**src/rtl/vend_pkg.sv**
```systemverilog
// Shared definitions for the vending sequencer: state encoding seen by display
// logic, default money width and the price field width.
package vend_pkg;

    localparam int MONEY_W_DEF = 12;
    localparam int PRICE_W     = 8;
    localparam int STATE_W     = 3;

    typedef enum logic [STATE_W-1:0] {
        ST_IDLE     = 3'd0,
        ST_SELECTED = 3'd1,
        ST_DISPENSE = 3'd2,
        ST_CHANGE   = 3'd3,
        ST_REFUND   = 3'd4
    } vend_state_e;

    function automatic logic is_payout(input vend_state_e s);
        return (s == ST_CHANGE) || (s == ST_REFUND);
    endfunction

endpackage

```
**src/rtl/vend_timeout.sv**
```systemverilog
// Inactivity timer for the vending sequencer: counts enabled quiet cycles and
// raises o_expire on the TIMEOUT_CYC-th one. Only built with VEND_TIMEOUT_EN.
module vend_timeout #(
    parameter int TIMEOUT_CYC = 5_000_000
) (
    input  logic clk,
    input  logic rst,
    input  logic i_enable,
    input  logic i_clear,
    output logic o_expire
);

    localparam int CNT_W = (TIMEOUT_CYC > 1) ? $clog2(TIMEOUT_CYC) : 1;
    localparam logic [CNT_W-1:0] LAST = CNT_W'(TIMEOUT_CYC - 1);

    logic [CNT_W-1:0] r_count;
    logic             w_atLast;

    assign w_atLast = (r_count == LAST);
    assign o_expire = i_enable && !i_clear && w_atLast;

    // Wraps to zero on expiry so a stuck enable cannot fire back-to-back.
    always_ff @(posedge clk or negedge rst) begin
        if (!rst) begin
            r_count <= '0;
        end else if (!i_enable || i_clear || w_atLast) begin
            r_count <= '0;
        end else begin
            r_count <= r_count + 1'b1;
        end
    end

endmodule

```
**src/rtl/vend_sequencer.sv**
```systemverilog
// Vending machine transaction sequencer: credit, selection, dispense, change and
// refund. Define VEND_TIMEOUT_EN to add the inactivity auto-refund.
module vend_sequencer
    import vend_pkg::*;
#(
    parameter int MONEY_W     = MONEY_W_DEF,
    parameter int TIMEOUT_CYC = 5_000_000
) (
    input  logic                 clk,
    input  logic                 rst,
    input  logic                 sel_valid,
    input  logic [PRICE_W-1:0]   sel_price,
    input  logic                 coin_valid,
    input  logic [MONEY_W-1:0]   coin_value,
    input  logic                 buy_req,
    input  logic                 cancel_req,
    input  logic                 dispense_ack,
    output logic                 dispense_req,
    output logic                 change_valid,
    output logic [MONEY_W-1:0]   change_amt,
    output logic [MONEY_W-1:0]   balance,
    output logic [PRICE_W-1:0]   price_q,
    output logic [STATE_W-1:0]   state,
    output logic                 err_short
);

    logic [1:0]         r_rstSync;
    logic               w_run;

    vend_state_e        r_state;
    vend_state_e        w_stateNxt;
    logic [MONEY_W-1:0] r_balance;
    logic [MONEY_W-1:0] w_balanceNxt;
    logic [PRICE_W-1:0] r_price;
    logic [PRICE_W-1:0] w_priceNxt;
    logic               r_errShort;
    logic               w_errShortNxt;

    logic [MONEY_W:0]   w_sum;
    logic               w_coinAccept;
    logic [MONEY_W-1:0] w_balAdd;
    logic [MONEY_W-1:0] w_priceExt;
    logic               w_affordable;
    logic               w_expire;

    // The FSM stays frozen in IDLE until reset release has crossed two flops.
    always_ff @(posedge clk or negedge rst) begin
        if (!rst) begin
            r_rstSync <= 2'b00;
        end else begin
            r_rstSync <= {r_rstSync[0], 1'b1};
        end
    end

    assign w_run = r_rstSync[1];

    // A coin that would overflow the credit register is refused outright.
    assign w_sum        = {1'b0, r_balance} + {1'b0, coin_value};
    assign w_coinAccept = coin_valid && !w_sum[MONEY_W];
    assign w_balAdd     = w_coinAccept ? w_sum[MONEY_W-1:0] : r_balance;
    assign w_priceExt   = MONEY_W'(r_price);
    assign w_affordable = (w_balAdd >= w_priceExt);

`ifdef VEND_TIMEOUT_EN
    logic w_anyPulse;
    logic w_toEnable;

    assign w_anyPulse = sel_valid | coin_valid | buy_req | cancel_req | dispense_ack;
    assign w_toEnable = w_run && ((r_state == ST_SELECTED) ||
                                  ((r_state == ST_IDLE) && (r_balance != '0)));

    vend_timeout #(
        .TIMEOUT_CYC (TIMEOUT_CYC)
    ) u_timeout (
        .clk      (clk),
        .rst      (rst),
        .i_enable (w_toEnable),
        .i_clear  (w_anyPulse),
        .o_expire (w_expire)
    );
`else
    assign w_expire = 1'b0;
`endif

    always_ff @(posedge clk or negedge rst) begin
        if (!rst) begin
            r_state    <= ST_IDLE;
            r_balance  <= '0;
            r_price    <= '0;
            r_errShort <= 1'b0;
        end else begin
            r_state    <= w_stateNxt;
            r_balance  <= w_balanceNxt;
            r_price    <= w_priceNxt;
            r_errShort <= w_errShortNxt;
        end
    end

    // Event priority is cancel, then buy, then select; a coin arriving with a
    // cancel is folded into the refund via w_balAdd.
    always_comb begin
        w_stateNxt    = r_state;
        w_balanceNxt  = r_balance;
        w_priceNxt    = r_price;
        w_errShortNxt = 1'b0;
        if (w_run) begin
            case (r_state)
                ST_IDLE: begin
                    w_balanceNxt = w_balAdd;
                    if (cancel_req || w_expire) begin
                        w_stateNxt = ST_REFUND;
                    end else if (sel_valid) begin
                        w_priceNxt = sel_price;
                        w_stateNxt = ST_SELECTED;
                    end
                end
                ST_SELECTED: begin
                    w_balanceNxt = w_balAdd;
                    if (cancel_req || w_expire) begin
                        w_stateNxt = ST_REFUND;
                    end else if (buy_req) begin
                        if (w_affordable) begin
                            w_stateNxt = ST_DISPENSE;
                        end else begin
                            w_errShortNxt = 1'b1;
                        end
                    end else if (sel_valid) begin
                        w_priceNxt = sel_price;
                    end
                end
                ST_DISPENSE: begin
                    if (dispense_ack) begin
                        w_stateNxt = ST_CHANGE;
                    end
                end
                default: begin
                    w_stateNxt   = ST_IDLE;
                    w_balanceNxt = '0;
                    w_priceNxt   = '0;
                end
            endcase
        end
    end

    always_comb begin
        change_amt = '0;
        case (r_state)
            ST_CHANGE: change_amt = r_balance - w_priceExt;
            ST_REFUND: change_amt = r_balance;
            default:   change_amt = '0;
        endcase
    end

    assign dispense_req = (r_state == ST_DISPENSE);
    assign change_valid = is_payout(r_state);
    assign balance      = r_balance;
    assign price_q      = r_price;
    assign state        = r_state;
    assign err_short    = r_errShort;

endmodule

```
**config.mk**
```make
export PLATFORM = sky130hd
export DESIGN_NAME = vend_sequencer
export DESIGN_NICKNAME = d
export VERILOG_FILES = /design/src/rtl/vend_pkg.sv /design/src/rtl/vend_timeout.sv /design/src/rtl/vend_sequencer.sv
export SDC_FILE = /design/constraint.sdc
export NUM_CORES = 1
export LEC_CHECK = 0
export ABC_AREA = 1
export CAP_MARGIN = 20
export CORE_UTILIZATION = 54
export CTS_CLUSTER_DIAMETER = 200
export CTS_CLUSTER_SIZE = 20
export DETAILED_ROUTE_END_ITERATION = 12
export PLACE_DENSITY = 0.82
export SYNTH_ARGS = -nofsm -noshare
export SYNTH_HDL_FRONTEND = slang
export SYNTH_SLANG_ARGS = --single-unit
```
**constraint.sdc**
```tcl
create_clock -name clk -period 9.8 [get_ports clk]
set_input_delay 1.96 -clock clk [delete_from_list [all_inputs] [get_ports clk]]
set_output_delay 1.96 -clock clk [all_outputs]
set_load 0.01 [all_outputs]
```
==> impl_metrics.csv, run 1 <==
group,metric,value,unit
synth,synthCells,386,
critical_path,path_class,"in2reg",
drt,drtIter0Drc,133,
synth,synthFlopType,"dfrtp_1",
global_route,grt-busiest-layer,"met2",
global_route,antenna_found_initial,0,
die,die_area,5160,sq um
worst_hold_path,min_delay_worst_endpoint,"r_rstSync[1]$_DFF_PN0_",
timing,grt_setup_unrepaired,"no",
worst_hold_path,hold_class,"reg2reg",
cts,clock_path_buffers,2,
timing,finalCritPeriodShare,0.516,
critical_path,path_cells,"clkdlybuf4s50_1 > ha_1 > inv_1 > fa_1 > inv_1 > nand2_1 > nand2_1 > nand3_2 > nand2_2 > nand2_2 > nand2_4 > nand2_1 > o21ai_0 > inv_1 > ha_1 > a211o_2 > nand3b_4 > nor2_4 > nand4_4 > nand2_2 > nand2_1 > nand2_1",
critical_path,critPathLaunch,"coin_value[0]",
synth,synth_area,2630,sq um
timing,fmax,198,MHz
global_route,gr-total-overflow,0,
drt,drtPass1Iterations,4,
timing,hold_viol,0,
timing,setup_violations,0,
timing,fin_crit,5.06,ns
drt,drt_wl_total,6910,microns
cts,clkSinkCount,26,
global_route,grt_pass1_wl,11600,microns
critical_path,r2r_setup_slack,6.51,ns
cts,cts_setup_buffers,0,
cts,htree_num_levels,1,
place,place_congestion,0.917,
layout,n_fill_cell,402,
cts,root_buffer,"clkbuf_8",
critical_path,end_kind,"register",
drt,routedWlPerCell,13.4,microns
synth,yosysSeqAreaShare,0.247,
global_route,grt_pass1_vias,2642,
flow_run,drv_cap,0,
layout,multi_input_area,1690,sq um
power,leakagePower,1.69,nW
critical_path,slowest_stage,"clkdlybuf4s50_1",
global_route,grt.met1_usage,0.365,
timing,worstMarginPinSlew,0.742,ns
layout,fin_nets,509,
die,row_count,25,
critical_path,r2r-start,"balance[0]$_DFFE_PN0P_",
layout,seq_area,651,sq um
synth,ys_types,35,
worst_hold_path,hold_start,"r_rstSync[0]$_DFF_PN0_",
critical_path,r2r_cells,21,
drt,drc,0,
die,dieWidth,71.8,microns
global_route,grt_max_degree,22,
timing,slew_headroom,0.503,
layout,final_core_util,0.719,
critical_path,cpMostUsedCell,"nand2_1",
layout,n_antenna_cell,0,
critical_path,reg2reg_to,"state[0]$_DFFE_PN0P_",
die,ios,65,
power,ir_drop,156,uV
timing,tns,0,ns
cts,clkTransAtPathRegs,0.09,ns
critical_path,crit_fanout,21,
cts,numCtsBuffers,3,
global_route,met2_usage,0.503,
drt,vias,2863,
cts,clock_latency,0.27,ns
critical_path,cp_num_buf_inv,4,
drt,ant_nets,0,
layout,syn_to_final_growth,29.0,%
timing,skew,0.00134,ns
die,die_h,71.8,microns
critical_path,cp_top_family,"simple AND/OR/NAND/NOR gates",
place,dp_hpwl,5640,microns
synth,synth-edff-count,0,
synth,ys_ff_latch,26,
synth,yosysWarningCount,0,
critical_path,critPathRequiredTime,10.01,ns
outcome,status,"finished clean",
cts,cts_hold_buf,0,
synth,ys_async_sr_fraction,1.00,
critical_path,cp_slowest_stage_delay,0.46,ns
cts,cts_tree,"done",
die,core_area,4720,sq um
synth,postSynthAreaPerCell,6.82,sq um
die,start_util,0.558,
critical_path,arrival,5.27,ns
timing,finalMaxSlewViolations,0,
place,port_buffers,64,
timing,fin_ws,4.74,ns
global_route,use_met3,0.0141,
cts,postCtsResizedCells,0,
synth,synthesis.nets,443,
global_route,track_usage,0.282,
power,p_per_area,304,nW/um^2
critical_path,critPathLaunchType,"primary input",
place,dp_slack,4.43,ns
worst_hold_path,whs_path_depth,0,
layout,drive_gt1_frac,0.0711,
drt,vias_per_cell,5.54,
## Yosys cell counts (2+ instances only)
cell | count | area, sq um
nor3b_2 | 2 | 25.0
o21ai_0 | 32 | 160
nor2_4 | 3 | 33.8
inv_1 | 67 | 251
xor2_1 | 3 | 26.3
ha_1 | 28 | 350
nor2_1 | 21 | 78.8
o32ai_1 | 3 | 26.3
a21oi_1 | 18 | 90.1
nand2_1 | 91 | 342
nand2_4 | 2 | 22.5
nor3_1 | 5 | 25.0
buf_2 | 2 | 10.0
o22ai_1 | 12 | 75.1
xnor2_1 | 3 | 26.3
clkbuf_1 | 3 | 11.3
nand4_1 | 4 | 25.0
inv_2 | 3 | 11.3
fa_1 | 2 | 40.0
dfrtp_1 | 26 | 651
nand2_2 | 9 | 56.3
nand3_1 | 34 | 170
## cell usage in the layout (no fill, tap or decap)
cell and n:
inv_1 67, xnor2_1 3, nor4_1 1, and2_2 1
nand4_1 4, nand3_2 1, conb_1 1, o32ai_1 3
nand3_1 34, nor2_4 3, nor3b_2 2, o22ai_1 12
dfrtp_1 26, fa_1 2, o21ai_0 32, a21boi_0 1
a21oi_2 1, buf_4 2, nor3_1 5, nor2_1 21
nand2_2 9, nor2_2 1, buf_8 1, ha_1 28
nand4_4 1, clkdlybuf4s50_1 64, a211oi_1 1, or2_1 1
xor2_1 3, nand3b_4 1, nand2_4 2, inv_2 3
nand2_1 91, a21oi_1 18, a211o_2 1, clkbuf_8 3
## layout make-up
cell class	instances	area share
Multi-Input combinational cell	284	0.497
Timing Repair Buffer	67	0.197
Sequential cell	26	0.192
Inverter	70	0.0773
Tap cell	67	0.0247
Clock buffer	3	0.0122
## logic make-up after synthesis
group,synth area share
simple gates,0.325
buf+inv,0.112
compound gates,0.146
fa+ha+maj,0.148
flops,0.247
xor+xnor,0.0200
other cells,0.00142
## stage by stage
step	cell area (sq um)	power, mW	hold WS [ns]	instances
after floorplan	2630	0.715	0.331	386
after global routing	3400	1.14	0.372	517
final	3400	1.03	0.355	517
after detailed placement	3360	0.961	0.337	514
after CTS	3400	1.03	0.357	517
after global placement	3340	0.938	0.335	513
## registers in the layout, summed over array words and instances (netlist names)
name / cells
r_rstSync: 2
err_short: 1
state: 3
price_q: 8
balance: 12
## report_power, final
part	switching (mW)	internal [mW]	total [mW]	leakage (nW)
sequential	0.0505	0.146	0.197	0.335
clock	0.0336	0.0276	0.0612	0.0216
combinational	0.453	0.323	0.776	1.34
## worst max path at each step
| stage | to | cells past startpoint |
|---|---|---|
| after floorplan | state[2]$_DFFE_PN0P_ | 23 |
| after global placement | state[2]$_DFFE_PN0P_ | 28 |
| after detailed placement | state[0]$_DFFE_PN0P_ | 28 |
| after CTS | state[0]$_DFFE_PN0P_ | 22 |
| after global routing | change_amt[10] | 16 |
| final | state[0]$_DFFE_PN0P_ | 22 |
## metal layers
metal	wire (microns)	share of wire
met1	2990	0.43
met2	3370	0.49
met3	388	0.056
met4	166	0.024
met5	0	0
Power figures use the tool's default switching activity.
==> run 2: changes to the inputs <==
--- a/config.mk
+++ b/config.mk
@@ -7,11 +7,11 @@
 export LEC_CHECK = 0
 export ABC_AREA = 1
 export CAP_MARGIN = 20
-export CORE_UTILIZATION = 54
+export CORE_UTILIZATION = 50
 export CTS_CLUSTER_DIAMETER = 200
 export CTS_CLUSTER_SIZE = 20
 export DETAILED_ROUTE_END_ITERATION = 12
-export PLACE_DENSITY = 0.82
+export PLACE_DENSITY = 0.77
 export SYNTH_ARGS = -nofsm -noshare
 export SYNTH_HDL_FRONTEND = slang
 export SYNTH_SLANG_ARGS = --single-unit
==> constraint.sdc (replaced) <==
create_clock -name clk -period 5.2 [get_ports clk]
set_input_delay 1.04 -clock clk [delete_from_list [all_inputs] [get_ports clk]]
set_output_delay 1.04 -clock clk [all_outputs]
set_load 0.01 [all_outputs]
==> impl_metrics.csv, run 2 (synthesis gave the netlist of run 1 again) <==
group,metric,value,unit
outcome,status,"finished clean",
drt,ant_nets,0,
drt,drc,0,
layout,n_antenna_cell,0,
critical_path,reg2reg_to,"state[2]$_DFFE_PN0P_",
die,row_count,26,
drt,routedWlPerCell,13.3,microns
global_route,grt_pass1_wl,11100,microns
layout,final_core_util,0.670,
die,core_area,5070,sq um
die,ios,65,
power,ir_drop,274,uV
power,power_frac_comb,0.740,
layout,most-common-layout-cells,"91 x nand2_1, 67 x inv_1, 64 x clkdlybuf4s50_1",
cts,clock_latency,0.28,ns
cts,cts_tree,"done",
timing,worstMarginPinSlew,0.788,ns
cts,numCtsBuffers,3,
timing,hold_ws,0.358,ns
timing,skew,0.00484,ns
cts,clkTransAtPathRegs,0.10,ns
timing,fin_ws,1.13,ns
global_route,gr-total-overflow,0,
drt,drtPass1Iterations,4,
cts,htree_num_levels,1,
critical_path,critPathLaunchType,"primary input",
global_route,antenna_found_initial,0,
power,switching_power,1.00,mW
layout,drive_gt1_frac,0.0711,
critical_path,r2r_setup_slack,1.94,ns
flow_run,drv_cap,0,
critical_path,cp-endpoint,"state[2]$_DFFE_PN0P_",
timing,slew_headroom,0.471,
layout,syn_to_final_growth,29.1,%
global_route,grt.met1_usage,0.332,
die,die_h,74.6,microns
power,internal-power,0.949,mW
global_route,track_usage,0.263,
critical_path,critPathLaunch,"coin_value[0]",
timing,tns,0,ns
power,p_per_area,574,nW/um^2
critical_path,r2r_cells,26,
global_route,use_met3,0.0190,
power,p_seq_frac,0.190,
timing,finalMaxSlewViolations,0,
global_route,grt_pass1_vias,2520,
die,dieWidth,74.6,microns
place,place_congestion,0.890,
cts,root_buffer,"clkbuf_8",
layout,largest_reg_flops,12,
timing,finalCritPeriodShare,0.783,
timing,fin_crit,4.07,ns
place,port_buffers,64,
cts,cts_setup_buffers,0,
place,dp_hpwl,5680,microns
drt,vias_per_cell,5.22,
worst_hold_path,hold_class,"reg2reg",
layout,n_fill_cell,494,
timing,setup_violations,0,
die,start_util,0.519,
cts,clkSinkCount,26,
drt,drt_wl_total,6910,microns
critical_path,path_class,"in2reg",
critical_path,arrival,4.25,ns
die,die_area,5560,sq um
critical_path,r2r-start,"balance[1]$_DFFE_PN0P_",
place,dpl_cell_area,3340,sq um
layout,final_common_cell,"nand2_1",
global_route,grt-busiest-layer,"met2",
power,swShare,0.514,
power,p_clk_frac,0.070,
cts,cts_hold_buf,0,
cts,postCtsResizedCells,0,
timing,hold_viol,0,
layout,fin_nets,508,
global_route,met2_usage,0.475,
layout,design_area,3400,sq um
drt,drtIter0Drc,77,
timing,fmax,246,MHz
critical_path,crit_fanout,21,
critical_path,end_kind,"register",
place,dp_slack,0.829,ns
drt,vias,2714,
critical_path,critPathRequiredTime,5.38,ns
global_route,grt_max_degree,27,
power,leakagePower,1.69,nW
timing,grt_setup_unrepaired,"no",
cts,clock_path_buffers,2,
## run 2: metrics by stage
step                      cells  power [mW]
after floorplan             386        1.35
after global placement      516        1.78
after detailed placement    516        1.81
after CTS                   520        1.95
after global routing        520        2.16
final                       520        1.95
## run 2: critical path: stages
cell             delay (ns)
clkdlybuf4s50_1        0.46
ha_1                   0.20
inv_1                  0.07
fa_1                   0.39
inv_1                  0.09
nand2_1                0.05
nand2_1                0.09
nand3_2                0.08
nand2_2                0.08
nand2_2                0.06
nand2_4                0.20
o21ai_0                0.15
ha_1                   0.29
inv_1                  0.03
nand2_1                0.05
nand2_1                0.05
nand2_1                0.05
nand2_1                0.04
nand2_1                0.05
nand2_1                0.05
nand2_1                0.05
nand2_1                0.05
a21oi_1                0.22
nor2_4                 0.08
nand4_4                0.09
nand2_2                0.07
nand2_1                0.07
nand2_1                0.05
## run 2: how the worst min path moves through the flow
| stage | from | to | slack, ns | cells past startpoint |
|---|---|---|---|---|
| 4_1_cts | r_rstSync[0]$_DFF_PN0_ | r_rstSync[1]$_DFF_PN0_ | 0.36 | 0 |
| 5_1_grt | r_rstSync[0]$_DFF_PN0_ | r_rstSync[1]$_DFF_PN0_ | 0.36 | 0 |
| 3_3_place_gp | r_rstSync[0]$_DFF_PN0_ | r_rstSync[1]$_DFF_PN0_ | 0.33 | 0 |
| 2_1_floorplan | r_rstSync[0]$_DFF_PN0_ | r_rstSync[1]$_DFF_PN0_ | 0.33 | 0 |
| 3_5_place_dp | r_rstSync[0]$_DFF_PN0_ | r_rstSync[1]$_DFF_PN0_ | 0.34 | 0 |
| 6_report | r_rstSync[0]$_DFF_PN0_ | r_rstSync[1]$_DFF_PN0_ | 0.36 | 0 |
## run 2: layer usage
metal	up-vias	part of all wire
met1	1242	0.45
met3	11	0.042
met4	0	0.018
li1	1388	-
met2	73	0.49
met5	-	0
## run 2: area by class of cell
cell class / instances / area, sq um / area share
clock buffers: 4 / 55.1 / 0.0162
well taps: 70 / 87.6 / 0.0258
multi-input cells: 284 / 1690 / 0.497
inverters: 70 / 263 / 0.0773
flip-flops and latches: 26 / 651 / 0.191
repair buffers: 66 / 656 / 0.193
## run 2: power by group through the flow
stage / combinational (mW) / sequential (mW) / clock [mW]
3_5_place_dp: 1.43 / 0.374 / 0
6_report: 1.45 / 0.371 / 0.137
2_1_floorplan: 0.965 / 0.382 / 0
3_3_place_gp: 1.41 / 0.372 / 0
4_1_cts: 1.44 / 0.370 / 0.139
5_1_grt: 1.63 / 0.382 / 0.145
